`config.mk`:
```
export PLATFORM = sky130hd
export DESIGN_NAME = online_otf_converter
export DESIGN_NICKNAME = d
export VERILOG_FILES = /design/src/rtl/online_pkg.sv /design/src/rtl/online_otf_step.sv /design/src/rtl/online_otf_converter.sv
export SDC_FILE = /design/constraint.sdc
export NUM_CORES = 1
export LEC_CHECK = 0
export CAP_MARGIN = 40
export CORE_MARGIN = 2
export CORE_UTILIZATION = 28
export CTS_BUF_LIST = sky130_fd_sc_hd__clkbuf_16
export DETAILED_ROUTE_END_ITERATION = 7
export DONT_BUFFER_PORTS = 1
export PLACE_DENSITY = 0.43
export SYNTH_ARGS = -nofsm -noshare
export SYNTH_HDL_FRONTEND = slang
export SYNTH_SLANG_ARGS = --single-unit
```
`constraint.sdc`:
```
create_clock -name clk -period 9.73 [get_ports clk]
set_clock_uncertainty 0.15 [all_clocks]
set_input_delay 1.946 -clock clk [delete_from_list [all_inputs] [get_ports clk]]
set_output_delay 1.946 -clock clk [all_outputs]
set_load 0.1 [all_outputs]
```
`src/rtl/online_pkg.sv`:
```
// Shared definitions for the radix-2 online adder and its on-the-fly converter:
// signed-digit encoding, converter state type and digit decode.
package online_pkg;

    localparam logic [1:0] DIG_POS = 2'b10;
    localparam logic [1:0] DIG_NEG = 2'b01;

    typedef enum logic [1:0] {
        IDLE,
        SKIP,
        CONV,
        DONE
    } state_t;

    // Both 00 and 11 mean zero; 11 is a legal redundant encoding, not an error.
    function automatic logic signed [1:0] digit_value(input logic [1:0] digit);
        logic signed [1:0] v;
        case (digit)
            DIG_POS: v = 2'sd1;
            DIG_NEG: v = -2'sd1;
            default: v = 2'sd0;
        endcase
        return v;
    endfunction

    function automatic int unsigned max_uint(input int unsigned a, input int unsigned b);
        return (a > b) ? a : b;
    endfunction

endpackage

```
`src/rtl/online_otf_step.sv`:
```
// One on-the-fly conversion step: shifts Q/QM left and appends a bit, keeping QM = Q - 1.
// Pure selection between the two registers, so no carry chain is needed.
module online_otf_step
    import online_pkg::*;
#(
    parameter int unsigned W = 5
) (
    input  logic [W-1:0] i_q,
    input  logic [W-1:0] i_qm,
    input  logic [1:0]   i_digit,
    output logic [W-1:0] o_q,
    output logic [W-1:0] o_qm
);

    logic signed [1:0] w_d;
    logic [W-1:0]      w_q_sh;
    logic [W-1:0]      w_qm_sh;

    assign w_d     = digit_value(i_digit);
    // The shift drops the MSB; the result range guarantees it carries no information.
    assign w_q_sh  = i_q << 1;
    assign w_qm_sh = i_qm << 1;

    always_comb begin
        o_q  = w_q_sh;
        o_qm = w_qm_sh | W'(1);
        case (w_d)
            2'sd1: begin
                o_q  = w_q_sh | W'(1);
                o_qm = w_q_sh;
            end
            -2'sd1: begin
                o_q  = w_qm_sh | W'(1);
                o_qm = w_qm_sh;
            end
            default: begin
                o_q  = w_q_sh;
                o_qm = w_qm_sh | W'(1);
            end
        endcase
    end

endmodule

```
`src/rtl/online_otf_converter.sv`:
```
// Drops the online-delay lead-in digits of an MSD-first signed-digit stream and converts
// the remaining DIGITS digits on the fly into a two's-complement word.
module online_otf_converter
    import online_pkg::*;
#(
    parameter int unsigned DIGITS       = 64,
    parameter int unsigned ONLINE_DELAY = 3
) (
    input  logic              clk,
    input  logic              asyn_reset,
    input  logic              start,
    input  logic [1:0]        digit_in,
    input  logic              digit_valid,
    output logic [DIGITS:0]   result,
    output logic              result_valid,
    output logic              busy
);

    localparam int unsigned W     = DIGITS + 1;
    localparam int unsigned CNT_W = $clog2(max_uint(DIGITS, ONLINE_DELAY) + 1);
    localparam state_t      START_ST = (ONLINE_DELAY == 0) ? CONV : SKIP;
    localparam logic [CNT_W-1:0] SKIP_LAST = CNT_W'(ONLINE_DELAY - 1);
    localparam logic [CNT_W-1:0] DIG_LAST  = CNT_W'(DIGITS - 1);

    state_t           r_state;
    logic [CNT_W-1:0] r_skip_cnt;
    logic [CNT_W-1:0] r_dig_cnt;
    logic [W-1:0]     r_q;
    logic [W-1:0]     r_qm;
    logic [W-1:0]     r_result;
    logic             r_result_valid;
    logic             r_busy;

    logic [W-1:0]     w_q_next;
    logic [W-1:0]     w_qm_next;

    online_otf_step #(
        .W (W)
    ) u_step (
        .i_q     (r_q),
        .i_qm    (r_qm),
        .i_digit (digit_in),
        .o_q     (w_q_next),
        .o_qm    (w_qm_next)
    );

    // start has priority over any digit presented in the same cycle.
    always_ff @(posedge clk or posedge asyn_reset) begin
        if (asyn_reset) begin
            r_state        <= IDLE;
            r_skip_cnt     <= '0;
            r_dig_cnt      <= '0;
            r_q            <= '0;
            r_qm           <= '1;
            r_result       <= '0;
            r_result_valid <= 1'b0;
            r_busy         <= 1'b0;
        end else if (start) begin
            r_state        <= START_ST;
            r_skip_cnt     <= '0;
            r_dig_cnt      <= '0;
            r_q            <= '0;
            r_qm           <= '1;
            r_result       <= '0;
            r_result_valid <= 1'b0;
            r_busy         <= 1'b1;
        end else begin
            case (r_state)
                SKIP: begin
                    if (digit_valid) begin
                        r_skip_cnt <= r_skip_cnt + CNT_W'(1);
                        if (r_skip_cnt == SKIP_LAST) begin
                            r_state <= CONV;
                        end
                    end
                end
                CONV: begin
                    if (digit_valid) begin
                        r_q       <= w_q_next;
                        r_qm      <= w_qm_next;
                        r_dig_cnt <= r_dig_cnt + CNT_W'(1);
                        if (r_dig_cnt == DIG_LAST) begin
                            r_state        <= DONE;
                            r_result       <= w_q_next;
                            r_result_valid <= 1'b1;
                            r_busy         <= 1'b0;
                        end
                    end
                end
                default: begin
                    r_state <= r_state;
                end
            endcase
        end
    end

    assign result       = r_result;
    assign result_valid = r_result_valid;
    assign busy         = r_busy;

endmodule

```
=== Word-level counts from Yosys, hierarchy flattened ===
Cells that the tools add are included.

* Reduce and logical (&&, ||, !) cells: 9
* Multiplexer cells: 33
* Add/subtract/negate cells: 2
* Equal/unequal tests: 12

{| class="wikitable"
|+ Operators with widths
! cell !! number
|-
| 64-bit 2-to-1 mux || 6
|-
| 65-bit 2-to-1 mux || 4
|-
| 65-bit one-hot mux with 2 select lines || 1
|-
| 64-bit one-hot mux with 2 select lines || 1
|-
| 7-bit 2-to-1 mux || 6
|-
| 7-bit by 1-bit adder with 7-bit output (second input constant) || 2
|-
| 3-bit != test (second input constant) || 4
|-
| 2-bit 2-to-1 mux || 5
|-
| 1-bit 2-to-1 mux || 8
|-
| 2-bit one-hot mux with 2 select lines || 2
|-
| 2-bit nonzero test || 4
|-
| 7-bit by 2-bit equality test with 1-bit output (second input constant) || 1
|-
| 7-bit by 6-bit equality test with 1-bit output (second input constant) || 1
|-
| 2-bit by 1-bit equality test with 1-bit output (second input constant) || 3
|-
| 2-bit equality test (second input constant) || 3
|-
| 5-bit AND reduction || 1
|-
| 2-bit AND reduction || 2
|-
| 3-bit AND reduction || 1
|-
| 3-bit nonzero test || 1
|}

* Logic and storage cells: 64
* Output and inout port bits: 67
* Bits in registers: 211
* Input port bits: 6

=== Longest topological paths before layout ===
Gate-level depths: netlist (run 1).

* Depth in word-level cells: 8
* Depth in mapped cells: 7
* Gate-level depth less buffers: 5

=== Hierarchy ===
Synthesis (run 1) repeated with hierarchy kept, for this count alone.

* Cell total of the unflattened synthesis: 968
* Area total of the unflattened synthesis: 9983.3 um2

{| class="wikitable"
|+ By module, submodules not included
! module !! times used !! cells an instance !! sequential area each (um2) !! area an instance (um2)
|-
| online_otf_converter || 1 || 812 || 5411.4 || 8449.4
|-
| online_otf_step || 1 || 156 || 0.0 || 1534.0
|}

=== Least setup slack after synthesis (run 1) ===
OpenSTA, ideal clock, no wires.

* Path kind: input to register
* Start point: in digit_in[0]
* End point: reg r_qm[10]
* Setup time: 0.083 ns
* Path buffers: 2
* Arrival time: 3.245 ns
* Data required time: 9.497 ns
* Slack: 6.252 ns
* Cell stages on the path: 7
* Cells stage by stage: inv_1 ha_1 or2_2 clkbuf_1 clkbuf_1 a221oi_1 o21bai_1

* Longest elaborated chain between the ends: 7
* Elaborated cells on any way between the ends: 9
* Classes of those cells: eq/ne: 4; mux: 5

{| class="wikitable"
|+ RTL lines
! element !! line !! source
|-
| from (decl) || online_otf_converter.sv:12 || <nowiki>input logic [1:0] digit_in,</nowiki>
|-
| 2-bit by 1-bit equality test with 1-bit output / 2-bit equality test (equally long branches) || online_pkg.sv:18 || <nowiki>case (digit)</nowiki>
|-
| 2-bit one-hot mux with 2 select lines (*) || online_pkg.sv:18 ||
|-
| 2-bit equality test / 2-bit by 1-bit equality test with 1-bit output (equally long branches) || online_otf_step.sv:27 || <nowiki>case (w_d)</nowiki>
|-
| 64-bit one-hot mux with 2 select lines (*) || online_otf_step.sv:27 ||
|-
| 64-bit 2-to-1 mux (*) || online_otf_converter.sv:78 || <nowiki>if (digit_valid) begin</nowiki>
|-
| 64-bit 2-to-1 mux (*) || online_otf_converter.sv:68 || <nowiki>case (r_state)</nowiki>
|-
| 64-bit 2-to-1 mux (*) || online_otf_converter.sv:58 || <nowiki>end else if (start) begin</nowiki>
|-
| to (signal assigned) || online_otf_converter.sv:80 || <nowiki>r_qm <= w_qm_next;</nowiki>
|-
| to (decl) || online_otf_converter.sv:29 || <nowiki>logic [W-1:0] r_qm;</nowiki>
|}

Mark *: on every way between the ends. The rest lies on a longest branch, timed or not. The select of a mux whose other input is x is not followed.
A chain may end at the register's enable or synchronous reset.

=== Worst setup path after layout (run 1) ===
* Start point: in digit_valid
* End point: reg r_result[61] (netlist: result[61])

* Longest elaborated chain between the ends: 2

{| class="wikitable"
|+ RTL lines
! element !! line !! source
|-
| from (decl) || online_otf_converter.sv:13 || <nowiki>input logic digit_valid,</nowiki>
|-
| 2-bit nonzero test (no line) || -- ||
|-
| 3-bit AND reduction (no line) || -- ||
|-
| to (signal assigned) || online_otf_converter.sv:84 || <nowiki>r_result <= w_q_next;</nowiki>
|-
| to (decl) || online_otf_converter.sv:30 || <nowiki>logic [W-1:0] r_result;</nowiki>
|}

Every way passes these cells.

==> flow_summary.toml, run 1 <==
[timing]
finalSetupViolCount = 0
timing.max_slew.rel_slack_pct = 40.1
drv_slew = 0
timing_hold_violations_final = 0
rsz0062_at_grt = "no"
fin_tns_setup_ps = 0
fmax_ghz = 0.258
worst_pin_slew_ps = 898
period_minus_slack_ps = 3880
fin_crit_sh_pct = 39.9

[power_and_ir_drop]
power_density_nw_per_um2 = 144
power_uw = 1840
p_switching_uw = 441
vdd_drop_max_v = 0.000124
sw_frac_of_total_pct = 23.9
p_seq_share_pct = 47.9
power.internal_uw = 1400
leakagePower_uw = 0.00555
p_clk_share_pct = 47.5
pwr-share-comb_pct = 4.6

[setup_path]
required_ps = 9990
crit_fanout = 41
crit_path_end_kind = "flip-flop"
cp-start-kind = "primary input"
timing_worst_setup_path_type = "in2reg"
arrival_ps = 4140
reg2reg_to = "result[61]"
r2r_slack_ps = 6670
worstReg2RegStart = "r_state[0]"
reg2reg_depth = 5

[drt]
ant_nets = 0
drc = 0
wl_per_cell_um = 17.0
wirelength_um = 24400
vias_per_cell = 4.87
firstDrtPassIters = 4
drt_iter0_drc = 515
vias = 7028

[worst_hold_path]
whs_path_depth = 2
hp-class = "reg2reg"
worstHoldStart = "r_qm[0]"
min_to = "r_qm[0]"

[synth]
yosysSeqAreaShare_pct = 52.1
synthFlopType = "dfrtp_1"
synth-seq-cells = 211
synth-async-reset-ratio_pct = 100
ys_warn_count = 0
synth.distinct_cells = 39
syn_area_per_cell_um2 = 10.8
mappedNetlistNets = 964
synth_edf_count = 0
synthCells = 953
syn_area_um2 = 10300

[die]
io-pin-count = 73
rows = 70
dieArea_um2 = 38300
initial_core_util_pct = 28.3
die_width_um = 196
core_area_um2 = 36400
die_y_um = 196

[place]
hpwl_um = 13100
gp_congestion = 0.655
port_buffers = 0

[grt]
grt_pass1_wl_um = 41000
grt_pass1_vias = 7358
grt-ovfl-total = 0
grt_start_max_net_pins = 276
grt.total_usage_pct = 12.9
grt_antenna_before_repair = 0

[clock_tree]
htreeDepth = 1
cts-hold-fix-buffers = 0
cts_buffers = 26
path_clk_slew_ps = 60
clockBufferDepth = 3
post-cts-setup-buffer-count = 0
cts_root_buf = "clkbuf_16"
cts.repair.resized = 0
clkLatencyLatePin_ps = 520
clock_sinks = 211
cts_tree = "built"

[cells_and_area]
drive_gt1_share_pct = 23.2
area_growth_pct = 24.1
antenna_cells = 0
nets = 965

[status]
status = "finished, final reports clean"

[job]
maxCapViolCount = 0
stage by stage:
stage / hold slack, ps / utilization [%] / area (µm²) / instances / setup WS, ps
2_1_floorplan: 296 / - / 10300 / 953 / 1970
3_3_place_gp: 310 / 29.1 / 10600 / 1343 / 4740
3_5_place_dp: 311 / 32.8 / 11900 / 1391 / 5240
4_1_cts: 321 / 34.8 / 12700 / 1439 / 5800
5_1_grt: 346 / 35.1 / 12800 / 1442 / 5700
6_report: 318 / 35.1 / 12800 / 1442 / 5850
state kept, by name, indices dropped and copies added (netlist names):
| name | cells |
|---|---|
| result | 65 |
| r_q | 64 |
| r_qm | 64 |
| r_dig_cnt | 7 |
| r_skip_cnt | 7 |
| r_state | 2 |
| busy | 1 |
| result_valid | 1 |
routing by layer:
layer	global-route usage, %	part of all wire, %	up-vias
met4	2.72	1.7	0
met2	20.4	45	93
met5	0	0	-
li1	-	-	3401
met3	2.29	3.7	30
met1	18.4	49	3504
power by group through the flow:
stage	sequential, µW	combinational [µW]	clock, µW
after floorplan	898	75.0	0
after global placement	898	86.6	0
after detailed placement	899	87.0	0
after CTS	884	87.3	916
after global routing	883	94.3	955
final	884	84.3	876
worst max-delay path, stage by stage:
cell,delay (ps)
and3b_4,160
buf_4,410
nand4_4,670
buf_4,570
mux2_4,350
how the worst max path moves through the flow:
stage | start | to | slack [ps] | cells past startpoint
3_5_place_dp | digit_valid | result[60] | 5240 | 5
3_3_place_gp | digit_valid | result[61] | 4740 | 5
6_report | digit_valid | result[61] | 5850 | 5
4_1_cts | digit_valid | result[0] | 5800 | 5
2_1_floorplan | asyn_reset | busy | 1970 | 1
5_1_grt | digit_valid | result[62] | 5700 | 5
synth_stat cells (4+ instances only):
library cell,n,share of area (%)
nor2_1,196,7.1
dfrtp_1,147,36
nor2b_1,66,4.0
dfstp_2,64,16
mux2i_1,64,6.2
a211oi_1,63,4.6
a221oi_1,63,5.4
o21bai_1,63,4.6
clkbuf_1,52,1.9
mux2_2,48,5.3
buf_2,24,1.2
mux2_4,17,2.5
a21oi_1,13,0.63
nand2_1,12,0.44
inv_1,8,0.29
buf_1,7,0.26
ha_1,5,0.61
o21ai_0,4,0.19
o31ai_1,4,0.29
or3_1,4,0.24
final cells by class:
| type | instances | area, µm² |
|---|---|---|
| Fill cell | 3657 | 23700 |
| Sequential cell | 211 | 5360 |
| Multi-Input combinational cell | 647 | 4560 |
| Timing Repair Buffer | 60 | 1470 |
| Clock buffer | 27 | 676 |
| Tap cell | 468 | 586 |
| Clock inverter | 21 | 86.3 |
| Inverter | 8 | 37.5 |
cells in the final DEF, fill, tap and decap left out, types with 2 or more instances in the layout:
master / count
o21bai_1: 63
inv_1: 13
nor2b_1: 65
a211oi_1: 63
clkbuf_16: 27
mux2_2: 48
mux2_4: 17
nand3b_1: 2
dfstp_2: 64
buf_16: 51
dfrtp_1: 147
buf_4: 9
o21ai_0: 4
nor2_1: 196
nand3_1: 2
or4_1: 3
or2_2: 2
mux2i_1: 64
or3_1: 4
nand2_1: 12
nand4b_1: 3
clkinv_2: 2
a21oi_1: 13
ha_1: 4
o31ai_1: 4
xnor2_1: 3
a221oi_1: 63
clkinv_1: 12
cell families (layout without fill, tap and decap cells):
group                    count (synthesis)  after routing  share of synthesized area (%)
multiplexers                           129            129                           14.0
XOR/XNOR                                 4              4                          0.340
adder cells (fa/ha/maj)                  5              5                          0.608
AO/OA/AOI/OAI                          214            214                           16.0
AND/OR/NAND/NOR                        295            295                           13.1
buffers and inverters                   95            116                           3.95
flip-flops                             211            211                           52.1
Power figures use the tool's default switching activity.
==> inputs of run 2 (changes only) <==
--- a/config.mk
+++ b/config.mk
@@ -11,7 +11,7 @@
 export CTS_BUF_LIST = sky130_fd_sc_hd__clkbuf_16
 export DETAILED_ROUTE_END_ITERATION = 7
 export DONT_BUFFER_PORTS = 1
-export PLACE_DENSITY = 0.43
+export PLACE_DENSITY = 0.45
 export SYNTH_ARGS = -nofsm -noshare
 export SYNTH_HDL_FRONTEND = slang
 export SYNTH_SLANG_ARGS = --single-unit
==> constraint.sdc (replaced) <==
create_clock -name clk -period 3.37 [get_ports clk]
set_clock_uncertainty 0.15 [all_clocks]
set_input_delay 0.674 -clock clk [delete_from_list [all_inputs] [get_ports clk]]
set_output_delay 0.674 -clock clk [all_outputs]
set_load 0.1 [all_outputs]
==> run 2 against run 1 <==
Core utilization down 0.10 points. Register-to-register slack worse by 5400 ps. First-iteration DRC count down 1.6%. Global-route usage up 0.077 points. Via count up 0.31%. Sequential power rose to 2.9 times the previous value. Critical path type is now reg2out. Largest cell class unchanged.
==> flow_summary.toml, run 2 (synthesized netlist as in run 1, its figures left out) <==
[setup_path]
required_ps = 2550
worstReg2RegStart = "r_state[0]"
crit_path_end_kind = "output pin"
arrival_ps = 1450
r2r_slack_ps = 1290
crit_cells = 0
reg2reg_depth = 4
reg2reg_to = "r_q[25]"
timing_worst_setup_path_type = "reg2out"
critPathLaunch = "result[6]"
crit_fanout = 2
cp-start-kind = "flip-flop"
endpoint = "result[6]"

[cells_and_area]
fin_util_pct = 35.0
final_common_cell = "nor2_1"
drive_gt1_share_pct = 23.5
nets = 962
area_growth_pct = 23.7
num-fill-cells = 3665
multi_input_area_um2 = 4560
antenna_cells = 0
regArea_um2 = 5360
final_cell_mix = "nor2_1 (196), dfrtp_1 (147), nor2b_1 (65)"
largest_reg_flops = 65
final_area_um2 = 12700

[timing]
timing_hold_violations_final = 0
rsz0062_at_grt = "no"
fin_tns_setup_ps = 0
drv_slew = 0
fmax_ghz = 0.439
finalSetupViolCount = 0
timing.max_slew.rel_slack_pct = 40.2
fin_crit_sh_pct = 67.6
period_minus_slack_ps = 2280
worst_pin_slew_ps = 896
post-route-worst-setup-slack_ps = 1090

[grt]
grt.total_usage_pct = 12.9
grt_pass1_wl_um = 41300
grt_start_max_net_pins = 276
grt_antenna_before_repair = 0
grt-ovfl-total = 0
grt_pass1_vias = 7416

[place]
hpwl_um = 12600
port_buffers = 0
postPlaceCellArea_um2 = 11900
gp_congestion = 0.674
pre_cts_ws_ps = 893

[power_and_ir_drop]
sw_frac_of_total_pct = 23.5
vdd_drop_max_v = 0.000329
leakagePower_uw = 0.00553
p_switching_uw = 1270
p_seq_share_pct = 47.2
power.internal_uw = 4140
power_density_nw_per_um2 = 424
p_clk_share_pct = 48.3
pwr-share-comb_pct = 4.5

[die]
rows = 70
core_area_um2 = 36400
die_width_um = 196
die_y_um = 196
initial_core_util_pct = 28.3
dieArea_um2 = 38300
io-pin-count = 73

[clock_tree]
cts_tree = "built"
clock_sinks = 211
cts_root_buf = "clkbuf_16"
clockBufferDepth = 3
path_clk_slew_ps = 60
clkLatencyLatePin_ps = 520
htreeDepth = 1
cts_buffers = 26

[drt]
drt_iter0_drc = 507
routed-wl-met2_um = 11200
wl_per_cell_um = 16.9
wirelength_um = 24400
ant_nets = 0
firstDrtPassIters = 4
met1_length_um = 11900
drc = 0
vias_per_cell = 4.90
wl_met3_um = 852
highest_layer = "met4"
vias = 7050

[status]
status = "finished, final reports clean"

[job]
maxCapViolCount = 0

[worst_hold_path]
hp-class = "in2reg"
run 2: how the worst min path moves through the flow:
| stage | from | endpoint | slack, ps | depth (start not counted) |
|---|---|---|---|---|
| detailed placement | r_qm[0] | r_qm[0] | 310 | 2 |
| finish | start | r_q[31] | 100 | 1 |
| CTS | start | r_q[30] | 70 | 1 |
| floorplan | r_qm[0] | r_qm[0] | 300 | 2 |
| global placement | r_qm[0] | r_qm[0] | 310 | 2 |
| global route | start | r_q[26] | 70 | 1 |
run 2: routing by layer:
| layer | vias up | track usage (%) |
|---|---|---|
| li1 | 3407 | - |
| met1 | 3529 | 17.9 |
| met2 | 87 | 21.1 |
| met3 | 27 | 2.51 |
| met4 | 0 | 2.75 |
| met5 | - | 0 |
run 2: metrics by stage:
| step | hold WS [ps] | total power [µW] | cells |
|---|---|---|---|
| 2_1_floorplan | 296 | 2810 | 953 |
| 3_3_place_gp | 309 | 2850 | 1345 |
| 3_5_place_dp | 312 | 2840 | 1388 |
| 4_1_cts | 72.5 | 5530 | 1437 |
| 5_1_grt | 68.2 | 5660 | 1439 |
| 6_report | 103 | 5410 | 1439 |
run 2: timing repair:
item,4_1_cts,5_1_grt
resized for setup,0,0
setup buffers,0,0
hold endpoints to repair,5,0
hold buffers,1,0
run 2: layout make-up:
type	instances	area share, %
Inverter	8	0.265
Sequential cell	211	42.1
Clock buffer	27	5.30
Tap cell	468	4.60
Timing Repair Buffer	57	11.0
Multi-Input combinational cell	647	35.8
Clock inverter	21	0.923
run 2: power by group through the flow:
stage | Clock, µW | Combinational, µW | Sequential (µW)
detailed placement | 0 | 250 | 2590
floorplan | 0 | 217 | 2590
global placement | 0 | 252 | 2590
global route | 2830 | 274 | 2550
CTS | 2730 | 253 | 2550
finish | 2610 | 244 | 2550
